[config.mk]
export PLATFORM = sky130hd
export DESIGN_NAME = timer_nch
export DESIGN_NICKNAME = d
export VERILOG_FILES = /design/src/rtl/timer_nch.sv
export SDC_FILE = /design/constraint.sdc
export NUM_CORES = 2
export LEC_CHECK = 0
export CAP_MARGIN = 20
export CORE_UTILIZATION = 45
export CTS_BUF_LIST = sky130_fd_sc_hd__clkbuf_8
export DETAILED_ROUTE_END_ITERATION = 10
export PLACE_DENSITY = 0.7
export SLEW_MARGIN = 15
export SYNTH_ARGS = -nofsm -noshare
export SYNTH_HDL_FRONTEND = slang
export SYNTH_SLANG_ARGS = --single-unit
[constraint.sdc]
create_clock -name clk -period 6.3 [get_ports clk]
set_input_delay 1.89 -clock clk [delete_from_list [all_inputs] [get_ports clk]]
set_output_delay 1.89 -clock clk [all_outputs]
set_load 0.01 [all_outputs]
[src/rtl/timer_nch.sv]
// timer_nch: multi-channel programmable timer/counter with a shared irq.
// Each channel has its own prescaler, reload, compare and four output modes.
module timer_nch #(
    parameter int CH = 4,
    parameter int W  = 32,
    localparam int AW = $clog2(CH) + 2
) (
    input  logic          clk,
    input  logic          rst,
    input  logic          we,
    input  logic          re,
    input  logic [AW-1:0] addr,
    input  logic [31:0]   wdata,
    output logic [31:0]   rdata,
    output logic [CH-1:0] ch_out,
    output logic          irq
);

    localparam int CW = (CH > 1) ? $clog2(CH) : 1;

    typedef enum logic [1:0] {
        M_ONE  = 2'b00,
        M_AUTO = 2'b01,
        M_PWM  = 2'b10,
        M_SQ   = 2'b11
    } mode_e;

    logic [CW-1:0] sel;

    logic [CH-1:0] en_q, en_d;
    logic [CH-1:0] irq_en_q, irq_en_d;
    logic [CH-1:0] pend_q, pend_d;
    logic [CH-1:0] out_q, out_d;
    logic [CH-1:0] sq_q, sq_d;

    mode_e        mode_q [CH];
    mode_e        mode_d [CH];
    logic [7:0]   pre_q  [CH];
    logic [7:0]   pre_d  [CH];
    logic [7:0]   psc_q  [CH];
    logic [7:0]   psc_d  [CH];
    logic [W-1:0] load_q [CH];
    logic [W-1:0] load_d [CH];
    logic [W-1:0] cmp_q  [CH];
    logic [W-1:0] cmp_d  [CH];
    logic [W-1:0] cnt_q  [CH];
    logic [W-1:0] cnt_d  [CH];

    logic [31:0] rdata_q, rdata_d;
    logic        irq_q, irq_d;

    generate
        if (CH > 1) begin : g_sel
            assign sel = addr[AW-1:2];
        end else begin : g_sel1
            assign sel = '0;
        end
    endgenerate

    // Per-channel next state: prescale, count, expire, then apply bus writes.
    always_comb begin
        logic tick, expire, hit, ctrl_wr, stop, start;
        en_d     = en_q;
        irq_en_d = irq_en_q;
        pend_d   = pend_q;
        out_d    = out_q;
        sq_d     = sq_q;
        mode_d   = mode_q;
        pre_d    = pre_q;
        psc_d    = psc_q;
        load_d   = load_q;
        cmp_d    = cmp_q;
        cnt_d    = cnt_q;
        for (int c = 0; c < CH; c++) begin
            tick    = en_q[c] && (psc_q[c] == pre_q[c]);
            expire  = tick && (cnt_q[c] == '0);
            hit     = we && (sel == CW'(c));
            ctrl_wr = hit && (addr[1:0] == 2'd0);
            stop    = ctrl_wr && !wdata[0];
            start   = ctrl_wr && wdata[0] && !en_q[c];

            if (en_q[c]) begin
                psc_d[c] = tick ? 8'd0 : psc_q[c] + 8'd1;
            end

            if (tick) begin
                if (!expire) begin
                    cnt_d[c] = cnt_q[c] - W'(1);
                end else begin
                    pend_d[c] = 1'b1;
                    if (mode_q[c] == M_ONE) begin
                        en_d[c] = 1'b0;
                    end else if (!stop) begin
                        cnt_d[c] = load_q[c];
                    end
                    if (mode_q[c] == M_SQ) begin
                        sq_d[c] = ~sq_q[c];
                    end
                end
            end

            // A disabling CTRL write beats a same-cycle reload.
            if (ctrl_wr) begin
                mode_d[c]   = mode_e'(wdata[2:1]);
                irq_en_d[c] = wdata[3];
                pre_d[c]    = wdata[15:8];
                if (stop) begin
                    en_d[c] = 1'b0;
                end else if (start) begin
                    en_d[c]  = 1'b1;
                    cnt_d[c] = load_q[c];
                    psc_d[c] = 8'd0;
                end
            end
            if (hit && addr[1:0] == 2'd1) begin
                load_d[c] = wdata[W-1:0];
            end
            if (hit && addr[1:0] == 2'd2) begin
                cmp_d[c] = wdata[W-1:0];
            end
            // Clearing pending loses to a same-cycle expiry.
            if (hit && addr[1:0] == 2'd3 && !expire) begin
                pend_d[c] = 1'b0;
            end

            unique case (mode_d[c])
                M_ONE:  out_d[c] = en_d[c];
                M_AUTO: out_d[c] = expire && !stop;
                M_PWM:  out_d[c] = en_d[c] && (cnt_d[c] < cmp_d[c]);
                M_SQ:   out_d[c] = sq_d[c];
                default: out_d[c] = 1'b0;
            endcase
        end
    end

    // Register read mux; COUNT returns the pre-edge value.
    always_comb begin
        rdata_d = rdata_q;
        if (re) begin
            unique case (addr[1:0])
                2'd0: rdata_d = {pend_q[sel], 15'd0, pre_q[sel], 4'd0,
                                 irq_en_q[sel], mode_q[sel], en_q[sel]};
                2'd1: rdata_d = 32'(load_q[sel]);
                2'd2: rdata_d = 32'(cmp_q[sel]);
                2'd3: rdata_d = 32'(cnt_q[sel]);
                default: rdata_d = '0;
            endcase
        end
    end

    // Shared interrupt, one cycle behind pending.
    always_comb begin
        irq_d = |(pend_q & irq_en_q);
    end

    // State registers with synchronous reset.
    always_ff @(posedge clk) begin
        if (rst) begin
            en_q     <= '0;
            irq_en_q <= '0;
            pend_q   <= '0;
            out_q    <= '0;
            sq_q     <= '0;
            rdata_q  <= '0;
            irq_q    <= 1'b0;
            for (int c = 0; c < CH; c++) begin
                mode_q[c] <= M_ONE;
                pre_q[c]  <= '0;
                psc_q[c]  <= '0;
                load_q[c] <= '0;
                cmp_q[c]  <= '0;
                cnt_q[c]  <= '0;
            end
        end else begin
            en_q     <= en_d;
            irq_en_q <= irq_en_d;
            pend_q   <= pend_d;
            out_q    <= out_d;
            sq_q     <= sq_d;
            rdata_q  <= rdata_d;
            irq_q    <= irq_d;
            for (int c = 0; c < CH; c++) begin
                mode_q[c] <= mode_d[c];
                pre_q[c]  <= pre_d[c];
                psc_q[c]  <= psc_d[c];
                load_q[c] <= load_d[c];
                cmp_q[c]  <= cmp_d[c];
                cnt_q[c]  <= cnt_d[c];
            end
        end
    end

    assign rdata  = rdata_q;
    assign ch_out = out_q;
    assign irq    = irq_q;

endmodule

After elaboration in Yosys (flattened, before gate mapping)
Cells that the tools add are included.
- add/subtract/negate cells: 8
- order comparisons: 6
- equal/unequal tests: 26
- multiplexer cells: 118
- bitwise logic cells: 6
- reduce and logical (&&, ||, !) cells: 88
- operators with widths (kind ; number):
    $mux 32 ; 38
    $bmux 32 s2 ; 3
    $mux 8 ; 22
    $logic_not 32->1 ; 4
    $lt 32x32->1 ; 4
    $pmux 32 s4 ; 1
    $sub 32x1->32 const B ; 4
    $logic_and 1x1->1 ; 52
    $mux 1 ; 39
    $add 8x1->8 const B ; 4
    $eq 2x2->1 const B ; 16
    $eq 8x8->1 ; 4
    $logic_not 2->1 ; 10
    $bmux 8 s2 ; 1
    $pmux 1 s4 ; 4
    $logic_not 1->1 ; 13
    $eq 2x1->1 const B ; 6
    $mux 2 ; 6
    $reduce_and 2->1 ; 4
    $reduce_or 2->1 ; 4
    $bmux 1 s2 ; 3
    $and 4x4->4 ; 1
    $bmux 2 s2 ; 1
    $not 1->1 ; 4
    other kinds (4) ; 4
- bits in registers: 509
- output and inout port bits: 37
- logic and storage cells: 289

Logic depth before layout (Yosys ltp)
- depth after elaboration: 14
- mapped depth: 19
- depth with buffers taken out: 17

Worst setup path before layout
Ideal clock, no wire load.
- kind: input to register
- start point: input addr[2]
- end point: register out_q[0], in the netlist ch_out[0]
- library setup time: 59 ps
- arrival time: 5366 ps
- path slack: 875 ps
- cell stages on the path: 15
- path buffers: 2
- cells stage by stage: clkbuf_1 -> nor3b_1 -> nand2_1 -> nor3b_1 -> clkbuf_1 -> nor2_1 -> nand2_1 -> nand3_1 -> ha_1 -> a2111oi_0 -> a21oi_1 -> a2111oi_0 -> o2111ai_1 -> a211oi_1 -> o32a_1
- RTL lines (element ; RTL line ; text):
    start: declaration ; 12 ; input logic [AW-1:0] addr,
    end signal: assignment ; 178 ; out_q <= out_d;
    end: declaration ; 33 ; logic [CH-1:0] out_q, out_d;

==> impl_metrics.csv <==
group,metric,value,unit
synth,yosysMostFrequentCell,"dfxtp_1",
detailed_routing,vias,28900,
global_route,grt_pass1_wl,178000,um
synth,syn_inst,3420,
critical_path,end_kind,"flop",
timing,layout_setup_ws,684,ps
final_layout,nNetsFinal,3657,
final_layout,fin_util,51.8,%
synth,synth_top_family_by_area,"simple AND/OR/NAND/NOR gates",
synth,synth_top_area_share,34.7,%
synth,yosys-top-cells-area,"dfxtp_1 35%, mux4_2 9.3%, nand2_1 6.4%",
placement,placed_cells,4246,
timing,fin_crit_sh,89.1,%
placement,dp_hpwl,94100,um
timing,finalSetupViolCount,0,
synth,synth_cell_types,85,
synth,avgSynthCellArea,8.59,um^2
timing,hold-worst-slack,481,ps
timing,relSlewSlack,24.3,%
synth,synth_edf_count,0,
global_route,grt_usage,36.4,%
critical_path,cp.arrival,6260,ps
synth,synth_common_cells,"509 x dfxtp_1, 504 x nand2_1, 367 x nor2_1, 275 x a21oi_1, 210 x clkbuf_1",
detailed_routing,remaining_drc_errors,0,
synth,synthMuxAreaShare,15.6,%
timing,fin_crit,5620,ps
clock_tree,cts_made_buffers,90,
critical_path,start_kind,"input port",
pwr,power_leakage,12.8,nW
critical_path,crit_required,6940,ps
floorplan,die_w,258,um
clock_tree,cts_setup_buffers,0,
synth,synth_simple_gate_area_share,22.1,%
placement,port-buffer-count,76,
synth,ys_warn_count,0,
critical_path,cp_max_fo,8,
synth,syn_area,29400,um^2
synth,ys.flop_type,"dfxtp_1",
final_layout,drive_gt1_share,13.7,%
pwr,p_comb_share,17.9,%
synth,ys_seq_elements,509,
status,status,"complete, no violations",
global_route,grt_max_degree,198,
placement,gp_congestion,1.07,
placement,dp_slack,167,ps
timing,maxSlewViolCount,0,
synth,synthAdderAreaFrac,5.71,%
floorplan,dieHeight,258,um
detailed_routing,first_iter_violations,4074,
clock_tree,root_buffer,"clkbuf_8",
timing,skew,44.6,ps
clock_tree,htree_num_levels,3,
synth,synth-compound-area-share,16.4,%
pwr,swShare,31.3,%
timing,fmax,178,MHz
clock_tree,clk_pin_slew_worst_paths,60,ps
floorplan,start_util,45.6,%
timing,setup_tns,0,ps
pwr,p_sw,2.52,mW
synth,synth.yosys.seq_area_share,34.7,%
detailed_routing,ant_nets,0,
synth,async_flop_share,0,%
floorplan,core_region_area,64500,um^2
global_route,grt_pass1_vias,26500,
timing,rsz0062_at_grt,"no",
floorplan,io_pins,77,
timing,worst_pin_slew,1120,ps
final_layout,layout.cells.non_filler,4411,
final_layout,syn_to_final_growth,13.6,%
synth,synth_area_leader_cell,"dfxtp_1",
detailed_routing,wl,123000,um
clock_tree,cts_resized,0,
detailed_routing,dr.pass1.iters,6,
critical_path,criticalPathCategory,"in -> reg",
clock_tree,clk_latency,740,ps
pwr,irDropWorstVdd,150,uV
min_path,hold_path.class,"reg -> reg",
detailed_routing,vias_per_cell,6.55,
clock_tree,hold_buffers,0,
pwr,p_seq_share,41.8,%
global_route,grt-ovfl-total,0,
floorplan,row_count,93,
synth,synth_fp_nets,3594,
pwr,powerDensity,241,nW/um^2
detailed_routing,wire_per_inst,28.0,um
pwr,internal_power,5.52,mW
global_route,antenna_found_initial,7,
timing,timing.final.hold_violations,0,
clock_tree,clock-sinks,509,
pwr,power.share.clock,40.4,%
clock_tree,cts_tree,"built",
clock_tree,cts_buffer_depth,3,
job,drv_cap,0,
synth,synth_xor_area_share,1.91,%
floorplan,fp.dieArea,66300,um^2
-- cell families (layout without fill, tap and decap cells) --
| kind of cell | Yosys count | count (layout) |
|---|---|---|
| AOI/OAI and AO/OA | 742 | 742 |
| xor gates and xnor gates | 64 | 64 |
| adders and majority gates | 134 | 134 |
| buffers and inverters | 272 | 403 |
| DFF | 509 | 509 |
| muxes | 304 | 304 |
| other | 0 | 5 |
| and+or+nand+nor | 1395 | 1395 |
-- power by group through the flow --
| stage | Sequential [mW] | Clock (mW) | Combinational (mW) |
|---|---|---|---|
| after floorplan | 3.38 | 0 | 0.889 |
| after global placement | 3.42 | 0 | 1.39 |
| after detailed placement | 3.42 | 0 | 1.38 |
| after CTS | 3.35 | 3.26 | 1.39 |
| after global routing | 3.36 | 3.41 | 1.51 |
| final | 3.36 | 3.25 | 1.44 |
-- per-layer routing --
metal / up-vias / global-route usage (%) / part of all wire (%)
met4: 4 / 14.6 / 4.1
met3: 346 / 15.9 / 16
li1: 12700 / - / -
met2: 1982 / 51.5 / 41
met5: - / 0 / 0.019
met1: 13900 / 48.2 / 39
-- stage by stage --
| stage | power (mW) | cell area (um^2) |
|---|---|---|
| 2_1_floorplan | 4.27 | 29400 |
| 3_3_place_gp | 4.81 | 31500 |
| 3_5_place_dp | 4.80 | 31500 |
| 4_1_cts | 8.00 | 33400 |
| 5_1_grt | 8.28 | 33400 |
| 6_report | 8.05 | 33400 |
-- critical path, stage by stage --
cell             delay, ps
clkdlybuf4s50_1        630
or3_1                  540
o22ai_1                240
buf_4                  170
nor3_1                  70
a21o_1                 300
a211oi_1               250
a211oi_1                90
ha_1                   200
a2111oi_0              370
o21ai_0                160
a221oi_1               630
and3_1                 260
o221a_2                170
nor4bb_1               250
-- path summary, 6_finish.rpt --
kind	endpoint	slack [ps]	cells past startpoint	start
worst max-delay path	ch_out[2]	680	15	wdata[0]
worst min-delay path	load_q[71]	480	2	load_q[71]
worst max register to register	ch_out[2]	1160	14	cnt_q[51]
worst min register to register	load_q[71]	480	2	load_q[71]
-- area by class of cell --
type / instances / area (um^2)
fill: 6079 / 31100
multi-input combinational: 2639 / 18300
sequential: 509 / 10200
timing repair buffer: 214 / 1860
clock buffer: 114 / 1570
tap: 855 / 1070
clock inverter: 46 / 300
inverter: 29 / 109
antenna: 5 / 12.5
-- layout by cell type (no fill, tap or decap), types with 41 or more instances in the layout --
master and n:
a211oi_1 52, a21oi_1 275, and2_1 87, buf_4 132, clkbuf_8 114, clkdlybuf4s50_1 70
dfxtp_1 509, ha_1 134, inv_1 48, mux2i_1 159, mux4_2 122, nand2_1 501
nand3_1 66, nand4_1 62, nor2_1 359, nor3_1 106, o21ai_0 108, xnor2_1 41
-- flip-flops by register name, indices dropped and copies added, names as in the netlist --
| signal | flops |
|---|---|
| cmp_q | 128 |
| cnt_q | 128 |
| load_q | 128 |
| pre_q | 32 |
| psc_q | 32 |
| rdata | 32 |
| mode_q | 8 |
| ch_out | 4 |
| en_q | 4 |
| irq_en_q | 4 |
| pend_q | 4 |
| sq_q | 4 |
| irq | 1 |
No activity file was read; power rests on OpenSTA's default activity.
